**src/rtl/i2c_target.sv**
```systemverilog
// i2c_target: byte-oriented I2C target exposing a 256-entry register space.
// SCL/SDA are oversampled on clk. The block detects START, repeated START and STOP.
// It matches a fixed 7-bit address and ACKs each byte.
// Register writes and read requests are issued as single-cycle strobes.
//
// Ports:
//   clk      system clock (>= 8x SCL)
//   reset    asynchronous, active-high reset
//   scl_in   raw SCL pad input
//   sda_in   raw SDA pad input
//   sda_out  open-drain SDA drive (0 = pull low, 1 = release)
//   busy     addressed transaction in progress
//   wr_valid one-clk register write strobe, with wr_addr / wr_data
//   rd_req   one-clk register read request, with rd_addr
//   rd_data  read data from the register file, sampled at the next SCL fall
module i2c_target #(
    parameter logic [6:0]  TARGET_ADDR = 7'h42,
    parameter int unsigned SYNC_STAGES = 2
) (
    input  logic       clk,
    input  logic       reset,
    input  logic       scl_in,
    input  logic       sda_in,
    output logic       sda_out,
    output logic       busy,
    output logic       wr_valid,
    output logic [7:0] wr_addr,
    output logic [7:0] wr_data,
    output logic       rd_req,
    output logic [7:0] rd_addr,
    input  logic [7:0] rd_data
);

    localparam int unsigned BYTE_W = 8;
    localparam int unsigned CNT_W  = 4;

    typedef enum logic [3:0] {
        ST_IDLE,
        ST_ADDR,
        ST_ADDR_ACK,
        ST_PTR,
        ST_PTR_ACK,
        ST_WDATA,
        ST_WDATA_ACK,
        ST_RDATA,
        ST_RDATA_ACK,
        ST_WAIT_STOP
    } state_t;

    // Input synchronizers plus one history flop for edge detection
    logic [SYNC_STAGES-1:0] scl_sync;
    logic [SYNC_STAGES-1:0] sda_sync;
    logic                   scl_d;
    logic                   sda_d;
    logic                   scl_s;
    logic                   sda_s;

    always_ff @(posedge clk or posedge reset) begin
        if (reset) begin
            scl_sync <= '1;
            sda_sync <= '1;
            scl_d    <= 1'b1;
            sda_d    <= 1'b1;
        end else begin
            scl_sync <= {scl_sync[SYNC_STAGES-2:0], scl_in};
            sda_sync <= {sda_sync[SYNC_STAGES-2:0], sda_in};
            scl_d    <= scl_sync[SYNC_STAGES-1];
            sda_d    <= sda_sync[SYNC_STAGES-1];
        end
    end

    assign scl_s = scl_sync[SYNC_STAGES-1];
    assign sda_s = sda_sync[SYNC_STAGES-1];

    // Bus events on synchronized values; START/STOP need SCL high in both samples
    logic scl_rise;
    logic scl_fall;
    logic start_det;
    logic stop_det;

    assign scl_rise  = scl_s & ~scl_d;
    assign scl_fall  = ~scl_s & scl_d;
    assign start_det = scl_s & scl_d & sda_d & ~sda_s;
    assign stop_det  = scl_s & scl_d & ~sda_d & sda_s;

    state_t              state,    state_nxt;
    logic [CNT_W-1:0]    bit_cnt,  bit_cnt_nxt;
    logic [BYTE_W-1:0]   shreg,    shreg_nxt;
    logic [BYTE_W-1:0]   ptr,      ptr_nxt;
    logic                rw,       rw_nxt;
    logic                sda_out_nxt;
    logic                busy_nxt;
    logic                wr_valid_nxt;
    logic [BYTE_W-1:0]   wr_addr_nxt;
    logic [BYTE_W-1:0]   wr_data_nxt;
    logic                rd_req_nxt;
    logic [BYTE_W-1:0]   rd_addr_nxt;
    logic                byte_done;
    logic                rx_state;

    // State and output registers
    always_ff @(posedge clk or posedge reset) begin
        if (reset) begin
            state    <= ST_IDLE;
            bit_cnt  <= '0;
            shreg    <= '0;
            ptr      <= '0;
            rw       <= 1'b0;
            sda_out  <= 1'b1;
            busy     <= 1'b0;
            wr_valid <= 1'b0;
            wr_addr  <= '0;
            wr_data  <= '0;
            rd_req   <= 1'b0;
            rd_addr  <= '0;
        end else begin
            state    <= state_nxt;
            bit_cnt  <= bit_cnt_nxt;
            shreg    <= shreg_nxt;
            ptr      <= ptr_nxt;
            rw       <= rw_nxt;
            sda_out  <= sda_out_nxt;
            busy     <= busy_nxt;
            wr_valid <= wr_valid_nxt;
            wr_addr  <= wr_addr_nxt;
            wr_data  <= wr_data_nxt;
            rd_req   <= rd_req_nxt;
            rd_addr  <= rd_addr_nxt;
        end
    end

    // Next-state and output logic
    always_comb begin
        state_nxt    = state;
        bit_cnt_nxt  = bit_cnt;
        shreg_nxt    = shreg;
        ptr_nxt      = ptr;
        rw_nxt       = rw;
        sda_out_nxt  = sda_out;
        busy_nxt     = busy;
        wr_valid_nxt = 1'b0;
        wr_addr_nxt  = wr_addr;
        wr_data_nxt  = wr_data;
        rd_req_nxt   = 1'b0;
        rd_addr_nxt  = rd_addr;

        byte_done = scl_fall && (bit_cnt == CNT_W'(8));
        rx_state  = (state == ST_ADDR) || (state == ST_PTR) || (state == ST_WDATA);

        if (stop_det) begin
            state_nxt   = ST_IDLE;
            sda_out_nxt = 1'b1;
            busy_nxt    = 1'b0;
        end else if (start_det) begin
            // Repeated START drops any partial byte but keeps the pointer
            state_nxt   = ST_ADDR;
            bit_cnt_nxt = '0;
            sda_out_nxt = 1'b1;
        end else begin
            // Controller-driven bytes are shifted in MSB first on SCL rise
            if (rx_state && scl_rise && (bit_cnt < CNT_W'(8))) begin
                shreg_nxt   = {shreg[BYTE_W-2:0], sda_s};
                bit_cnt_nxt = bit_cnt + CNT_W'(1);
            end

            case (state)
                ST_ADDR: begin
                    if (byte_done) begin
                        rw_nxt = shreg[0];
                        if (shreg[BYTE_W-1:1] == TARGET_ADDR) begin
                            state_nxt   = ST_ADDR_ACK;
                            sda_out_nxt = 1'b0;
                        end else begin
                            state_nxt = ST_WAIT_STOP;
                            busy_nxt  = 1'b0;
                        end
                    end
                end

                ST_ADDR_ACK: begin
                    if (scl_rise && rw) begin
                        rd_req_nxt  = 1'b1;
                        rd_addr_nxt = ptr;
                    end
                    if (scl_fall) begin
                        busy_nxt    = 1'b1;
                        bit_cnt_nxt = '0;
                        if (rw) begin
                            state_nxt   = ST_RDATA;
                            shreg_nxt   = rd_data;
                            sda_out_nxt = rd_data[BYTE_W-1];
                            ptr_nxt     = ptr + BYTE_W'(1);
                        end else begin
                            state_nxt   = ST_PTR;
                            sda_out_nxt = 1'b1;
                        end
                    end
                end

                ST_PTR: begin
                    if (byte_done) begin
                        state_nxt   = ST_PTR_ACK;
                        sda_out_nxt = 1'b0;
                        ptr_nxt     = shreg;
                    end
                end

                ST_WDATA: begin
                    if (byte_done) begin
                        state_nxt    = ST_WDATA_ACK;
                        sda_out_nxt  = 1'b0;
                        wr_valid_nxt = 1'b1;
                        wr_addr_nxt  = ptr;
                        wr_data_nxt  = shreg;
                        ptr_nxt      = ptr + BYTE_W'(1);
                    end
                end

                ST_PTR_ACK, ST_WDATA_ACK: begin
                    if (scl_fall) begin
                        state_nxt   = ST_WDATA;
                        sda_out_nxt = 1'b1;
                        bit_cnt_nxt = '0;
                    end
                end

                ST_RDATA: begin
                    // bit_cnt counts bits already clocked out to the controller
                    if (scl_rise) begin
                        bit_cnt_nxt = bit_cnt + CNT_W'(1);
                    end
                    if (scl_fall) begin
                        if (bit_cnt == CNT_W'(8)) begin
                            state_nxt   = ST_RDATA_ACK;
                            sda_out_nxt = 1'b1;
                        end else begin
                            sda_out_nxt = shreg[BYTE_W-2];
                            shreg_nxt   = {shreg[BYTE_W-2:0], 1'b0};
                        end
                    end
                end

                ST_RDATA_ACK: begin
                    if (scl_rise) begin
                        if (!sda_s) begin
                            rd_req_nxt  = 1'b1;
                            rd_addr_nxt = ptr;
                        end else begin
                            state_nxt   = ST_WAIT_STOP;
                            sda_out_nxt = 1'b1;
                            busy_nxt    = 1'b0;
                        end
                    end
                    // Only reachable after an ACK: a NAK has already left this state
                    if (scl_fall) begin
                        state_nxt   = ST_RDATA;
                        bit_cnt_nxt = '0;
                        shreg_nxt   = rd_data;
                        sda_out_nxt = rd_data[BYTE_W-1];
                        ptr_nxt     = ptr + BYTE_W'(1);
                    end
                end

                default: begin
                end
            endcase
        end
    end

endmodule

```
**config.mk**
```make
export PLATFORM = sky130hd
export DESIGN_NAME = i2c_target
export DESIGN_NICKNAME = d
export VERILOG_FILES = /design/src/rtl/i2c_target.sv
export SDC_FILE = /design/constraint.sdc
export NUM_CORES = 1
export LEC_CHECK = 0
export CAP_MARGIN = 20
export CORE_MARGIN = 2
export CORE_UTILIZATION = 35
export DETAILED_ROUTE_END_ITERATION = 7
export PLACE_DENSITY = 0.51
export SLEW_MARGIN = 20
export SYNTH_ARGS = -nofsm -noshare
export SYNTH_HDL_FRONTEND = slang
export SYNTH_SLANG_ARGS = --single-unit
export TNS_END_PERCENT = 1
```
**constraint.sdc**
```tcl
create_clock -name clk -period 5.34 [get_ports clk]
set_input_delay 0.534 -clock clk [delete_from_list [all_inputs] [get_ports clk]]
set_output_delay 0.534 -clock clk [all_outputs]
set_load 0.03 [all_outputs]
```
==> results.json, run 1 <==
{
  "drive_gt1_frac": 0.152,
  "drc": 0,
  "cp_max_fo": 19,
  "synth_async_sr_flop_share": 1.00,
  "finalNetCount": 401,
  "yosysTopAreaCell": "dfrtp_1",
  "worstPathRequired_ns": 5.57,
  "cp.arrival_ns": 3.00,
  "routed_wl_um": 9060,
  "hold_buffers": 0,
  "crit_chain": "ha_1 > nand4b_1 > nor4b_1 > nor3_2 > nor2_4 > mux2_1",
  "ys_seq_elements": 59,
  "irDropWorstVdd_mv": 0.195,
  "post-cts-setup-buffers": 0,
  "slowest_stage": "ha_1",
  "crit_family": "simple AND/OR/NAND/NOR gates",
  "synth-edff-count": 0,
  "dr.first_iter.drc_count": 164,
  "worstSetupPathType": "reg -> reg",
  "min_from": "sda_sync[0]",
  "dp_hpwl_um": 6140,
  "coreArea_um2": 9640,
  "slew_headroom": 0.394,
  "finalSetupTns_ns": 0,
  "die_area_um2": 10600,
  "place_ws_ns": 2.60,
  "synth_ff_type": "dfrtp_1",
  "cts.path.max_buffers": 2,
  "yosysWarnings": 0,
  "wire_per_inst_um": 17.4,
  "post_cts_resized": 0,
  "fp-row-count": 36,
  "end_kind": "flop",
  "worstMarginPinSlew_ns": 0.909,
  "cts_sinks": 59,
  "final_cell_mix": "dfrtp_1, clkdlybuf4s50_1, nand2_1, o21ai_0, nor2_1",
  "crit_path_start_kind": "flop",
  "drv_slew": 0,
  "cts_root_buffer": "clkbuf_8",
  "htree_num_levels": 3,
  "cap_violations": 0,
  "finalCritPeriodShare": 0.520,
  "intPower_w": 0.00106,
  "grt_overflow": 0,
  "diodes": 0,
  "worst-path-buf-inv": 0,
  "worst_setup_hold_path_clk_slew_ns": 0.08,
  "drt-vias-per-instance": 5.52,
  "hold_end": "sda_sync[1]",
  "grt_pass1_vias": 2819,
  "grt_usage": 0.184,
  "netlist_area_um2": 3430,
  "grt_max_degree": 60,
  "p_seq_frac": 0.408,
  "initial_core_util": 0.356,
  "syn_to_final_growth_pct": 19.6,
  "rr_endpoint": "ptr[1]",
  "p_sw_w": 0.000738,
  "ant_nets": 0,
  "final-hold-violation-count": 0,
  "status": "completed",
  "design.portCount": 40,
  "cts_buffers": 9,
  "layout_setup_ws_ns": 2.57,
  "cts_tree": "built",
  "antenna_found_initial": 0,
  "drt-pass1-iter-count": 5,
  "hp-class": "reg -> reg",
  "combPwrFrac": 0.353,
  "syn_inst": 351,
  "die_h_um": 103,
  "yosysSeqAreaShare": 0.432,
  "die_x_um": 103,
  "io_buffers": 39,
  "regToRegStartpoint": "scl_d",
  "fmax_mhz": 360,
  "rsz0062_at_grt": "no",
  "layout_commonest_cell": "dfrtp_1",
  "yosys.area.top_type_share": 0.379,
  "vias": 2877,
  "r2r_slack_ns": 2.57,
  "globalplace.congestion": 0.905,
  "slowest_delay_ns": 0.58,
  "report.final.setup_viol": 0,
  "worstHoldPathCells": 0,
  "timing.hold.ws_ns": 0.356,
  "clockPowerShare": 0.239,
  "synth.avg_cell_area_um2": 9.79,
  "grt_first_pass_wirelength_um": 15100,
  "switching_share": 0.410,
  "fin_skew_ns": 0.0184,
  "syn-num-nets": 369,
  "post-route-min-period_ns": 2.77,
  "clock_latency_ns": 0.35,
  "yosysUniqueCellTypes": 66,
  "leakage_nw": 1.65,
  "reg2regPathDepth": 6,
  "ys_top_cells_by_area": "dfrtp_1, mux2_2, dfstp_2",
  "power.density_nw_per_um2": 438,
  "fin_util": 0.426
}
## registers in the layout, indices dropped and copies added, names as in the netlist
register	count
ptr	8
rd_addr	8
shreg	8
wr_addr	8
wr_data	8
bit_cnt	4
state	4
scl_sync	2
sda_sync	2
busy	1
rd_req	1
rw	1
scl_d	1
sda_d	1
sda_out	1
wr_valid	1
## how the worst max path moves through the flow
stage / end / slack (ns) / start / depth (start not counted)
after global routing: ptr[1] / 2.38 / scl_d / 6
after CTS: ptr[1] / 2.56 / scl_d / 6
after global placement: wr_data[7] / 2.68 / scl_d / 4
final: ptr[1] / 2.57 / scl_d / 6
after floorplan: state[0] / 3.19 / scl_sync[1] / 8
after detailed placement: ptr[1] / 2.60 / scl_d / 6
## area by class of cell
cell class | instances | area (um2)
tap | 133 | 166
sequential | 59 | 1490
inverter | 20 | 75.1
clock buffer | 12 | 155
clock inverter | 4 | 50.0
timing repair buffer | 40 | 398
multi-input combinational | 253 | 1780
fill | 974 | 5530
## worst reg2reg max path, cell delays in order (launching register included)
cell and delay [ns]:
dfstp_2 0.55, ha_1 0.58, nand4b_1 0.38, nor4b_1 0.40, nor3_2 0.17, nor2_4 0.23
mux2_1 0.34
## kinds of logic (layout without fill, tap and decap cells)
family | count (synthesis) | in the layout | share of synthesized area
AO/OA/AOI/OAI | 105 | 105 | 0.219
XOR/XNOR | 1 | 1 | 0.00255
adder cells (fa/ha/maj) | 6 | 6 | 0.0219
buffers and inverters | 39 | 76 | 0.0499
flip-flops | 59 | 59 | 0.432
multiplexers | 21 | 21 | 0.0689
AND/OR/NAND/NOR | 120 | 120 | 0.205
## layer usage
| metal | wire length (um) | global-route usage |
|---|---|---|
| met5 | 0 | 0 |
| met4 | 88 | 0.0567 |
| met3 | 429 | 0.0373 |
| met2 | 4380 | 0.285 |
| met1 | 4160 | 0.260 |
## per-stage QoR
step / area (um2) / cells / total power [W]
6_report: 4110 / 521 / 0.00180
5_1_grt: 4110 / 521 / 0.00193
4_1_cts: 4110 / 521 / 0.00180
3_5_place_dp: 3900 / 505 / 0.00137
3_3_place_gp: 3900 / 505 / 0.00137
2_1_floorplan: 3430 / 351 / 0.00119
## power groups by stage
| stage | clock network [W] | registers, W | logic [W] |
|---|---|---|---|
| floorplan | 0 | 0.000637 | 0.000554 |
| global placement | 0 | 0.000740 | 0.000628 |
| detailed placement | 0 | 0.000740 | 0.000627 |
| CTS | 0.000441 | 0.000732 | 0.000631 |
| global route | 0.000463 | 0.000755 | 0.000709 |
| finish | 0.000430 | 0.000734 | 0.000634 |
## cells in the mapped netlist (3+ instances only)
| master | count |
|---|---|
| nand3_1 | 7 |
| nor2_1 | 22 |
| nand4b_1 | 3 |
| nor4_1 | 4 |
| dfrtp_1 | 52 |
| nand3b_1 | 4 |
| dfstp_2 | 7 |
| o21ai_0 | 23 |
| mux2_2 | 20 |
| nor2b_1 | 7 |
| nand2b_1 | 4 |
| a21oi_1 | 11 |
| inv_1 | 20 |
| o31ai_1 | 11 |
| ha_1 | 6 |
| clkbuf_1 | 5 |
| nand2_1 | 32 |
| o22ai_1 | 4 |
| a31oi_1 | 4 |
| a211oi_1 | 6 |
| and3b_1 | 3 |
| nor3_1 | 13 |
| a22oi_1 | 10 |
| buf_2 | 11 |
| a2bb2oi_1 | 9 |
Power figures use the tool's default switching activity.
==> run 2, diff against run 1 <==
--- a/config.mk
+++ b/config.mk
@@ -9,7 +9,7 @@
 export CORE_MARGIN = 2
 export CORE_UTILIZATION = 35
 export DETAILED_ROUTE_END_ITERATION = 7
-export PLACE_DENSITY = 0.51
+export PLACE_DENSITY = 0.53
 export SLEW_MARGIN = 20
 export SYNTH_ARGS = -nofsm -noshare
 export SYNTH_HDL_FRONTEND = slang
==> constraint.sdc (replaced) <==
create_clock -name clk -period 2.5 [get_ports clk]
set_input_delay 0.25 -clock clk [delete_from_list [all_inputs] [get_ports clk]]
set_output_delay 0.25 -clock clk [all_outputs]
set_load 0.03 [all_outputs]
==> run 2 against run 1 <==
Maximum frequency grew 16%. Final area grew 5.9%. Setup slack lost 2.5 ns. First-iteration DRC count shrank 6.7%. Power grew 120%. Sequential share of layout area shrank 2.0 points. Global-route usage grew 1.2 points. Critical path depth shrank 2. Largest cell class unchanged.
==> results.json, run 2 (synthesis gave the netlist of run 1 again) <==
{
  "post-cts-setup-buffers": 0,
  "drt-vias-per-instance": 5.43,
  "final_cell_mix": "dfrtp_1, clkdlybuf4s50_1, nand2_1, buf_4, o21ai_0",
  "drc": 0,
  "post-route-min-period_ns": 2.39,
  "finalNetCount": 430,
  "coreArea_um2": 9640,
  "cap_violations": 0,
  "cp_max_fo": 18,
  "io_buffers": 39,
  "layout_setup_ws_ns": 0.109,
  "htree_num_levels": 3,
  "worst_setup_hold_path_clk_slew_ns": 0.07,
  "cts_sinks": 59,
  "worstSetupPathType": "reg -> reg",
  "ant_nets": 0,
  "r2r_slack_ns": 0.11,
  "design.portCount": 40,
  "leakage_nw": 1.81,
  "report.final.setup_viol": 0,
  "drv_slew": 0,
  "hp-class": "in -> async",
  "cts_tree": "built",
  "grt_usage": 0.196,
  "multi_input_area_um2": 1780,
  "dr.first_iter.drc_count": 153,
  "antenna_found_initial": 0,
  "top_layer_used": "met4",
  "final-hold-violation-count": 0,
  "diodes": 0,
  "cts_buffers": 9,
  "end_kind": "flop",
  "syn_to_final_growth_pct": 26.7,
  "rsz0062_at_grt": "no",
  "crit_path_start_kind": "flop",
  "fmax_mhz": 418,
  "status": "completed",
  "cts_root_buffer": "clkbuf_8",
  "finalSetupTns_ns": 0,
  "worstMarginPinSlew_ns": 0.556,
  "cts.path.max_buffers": 2,
  "dr_wl_met2_um": 4410,
  "slew_headroom": 0.620,
  "finalCritPeriodShare": 0.956,
  "routed_wl_um": 9370,
  "drive_gt1_frac": 0.213,
  "grt_first_pass_wirelength_um": 15700,
  "power.density_nw_per_um2": 927,
  "dp_hpwl_um": 6920,
  "fp-row-count": 36,
  "fin_skew_ns": 0.00906,
  "layout_commonest_cell": "dfrtp_1",
  "ff_latch_area_um2": 1490,
  "wl_met3_um": 479,
  "irDropWorstVdd_mv": 0.377,
  "worstPathRequired_ns": 2.73,
  "globalplace.congestion": 0.880,
  "place_ws_ns": 0.116,
  "reg2regPathDepth": 4,
  "hold_buffers": 0,
  "initial_core_util": 0.356,
  "grt_overflow": 0,
  "grt_pass1_vias": 3023,
  "vias": 2987,
  "clock_latency_ns": 0.35,
  "drt-pass1-iter-count": 5,
  "die_x_um": 103,
  "met1_length_um": 4150,
  "grt_max_degree": 40,
  "die_area_um2": 10600,
  "regToRegStartpoint": "state[0]",
  "fillCellCount": 967,
  "wire_per_inst_um": 17.0,
  "post_cts_resized": 0,
  "cp.arrival_ns": 2.62,
  "die_h_um": 103,
  "rr_endpoint": "state[0]"
}
run 2: per-layer routing:
layer / track usage / vias to the layer above
li1: - / 1438
met1: 0.256 / 1429
met2: 0.307 / 97
met3: 0.0420 / 23
met4: 0.100 / 0
met5: 0 / -
run 2: cell type report:
class	instances	share of cell area
timing repair buffer	69	0.144
clock buffer	13	0.0388
tap	133	0.0382
clock inverter	3	0.0104
inverter	20	0.0173
multi-input combinational	253	0.410
sequential	59	0.341
run 2: metrics by stage:
stage	cell area [um2]	hold WS [ns]	instances	util	power [W]
2_1_floorplan	3430	0.254	351	-	0.00254
3_3_place_gp	4130	0.346	534	0.429	0.00309
3_5_place_dp	4130	0.349	534	0.429	0.00310
4_1_cts	4350	0.258	550	0.451	0.00407
5_1_grt	4350	0.288	550	0.451	0.00433
6_report	4350	0.239	550	0.451	0.00404
run 2: power by group:
part           switching, W  leakage (nW)  total (W)  internal, W
sequential         0.000298         0.776    0.00145      0.00115
combinational      0.000902         0.929    0.00165     0.000752
clock              0.000393         0.102   0.000936     0.000542
total               0.00159          1.81    0.00404      0.00244
run 2: critical path, stage by stage (launching register included):
cell and delay, ns:
dfrtp_1 0.58, or4b_1 0.77, a2111oi_4 0.54, a311oi_1 0.10, mux2_2 0.28
run 2: how the worst max path moves through the flow:
| stage | from | endpoint | slack (ns) | cells past startpoint |
|---|---|---|---|---|
| 6_report | state[0] | state[0] | 0.11 | 4 |
| 5_1_grt | scl_sync[1] | state[0] | 0.02 | 7 |
| 2_1_floorplan | scl_sync[1] | state[0] | 0.35 | 8 |
| 3_5_place_dp | state[0] | state[0] | 0.12 | 4 |
| 3_3_place_gp | state[0] | state[0] | 0.10 | 4 |
| 4_1_cts | state[0] | state[0] | 0.11 | 4 |
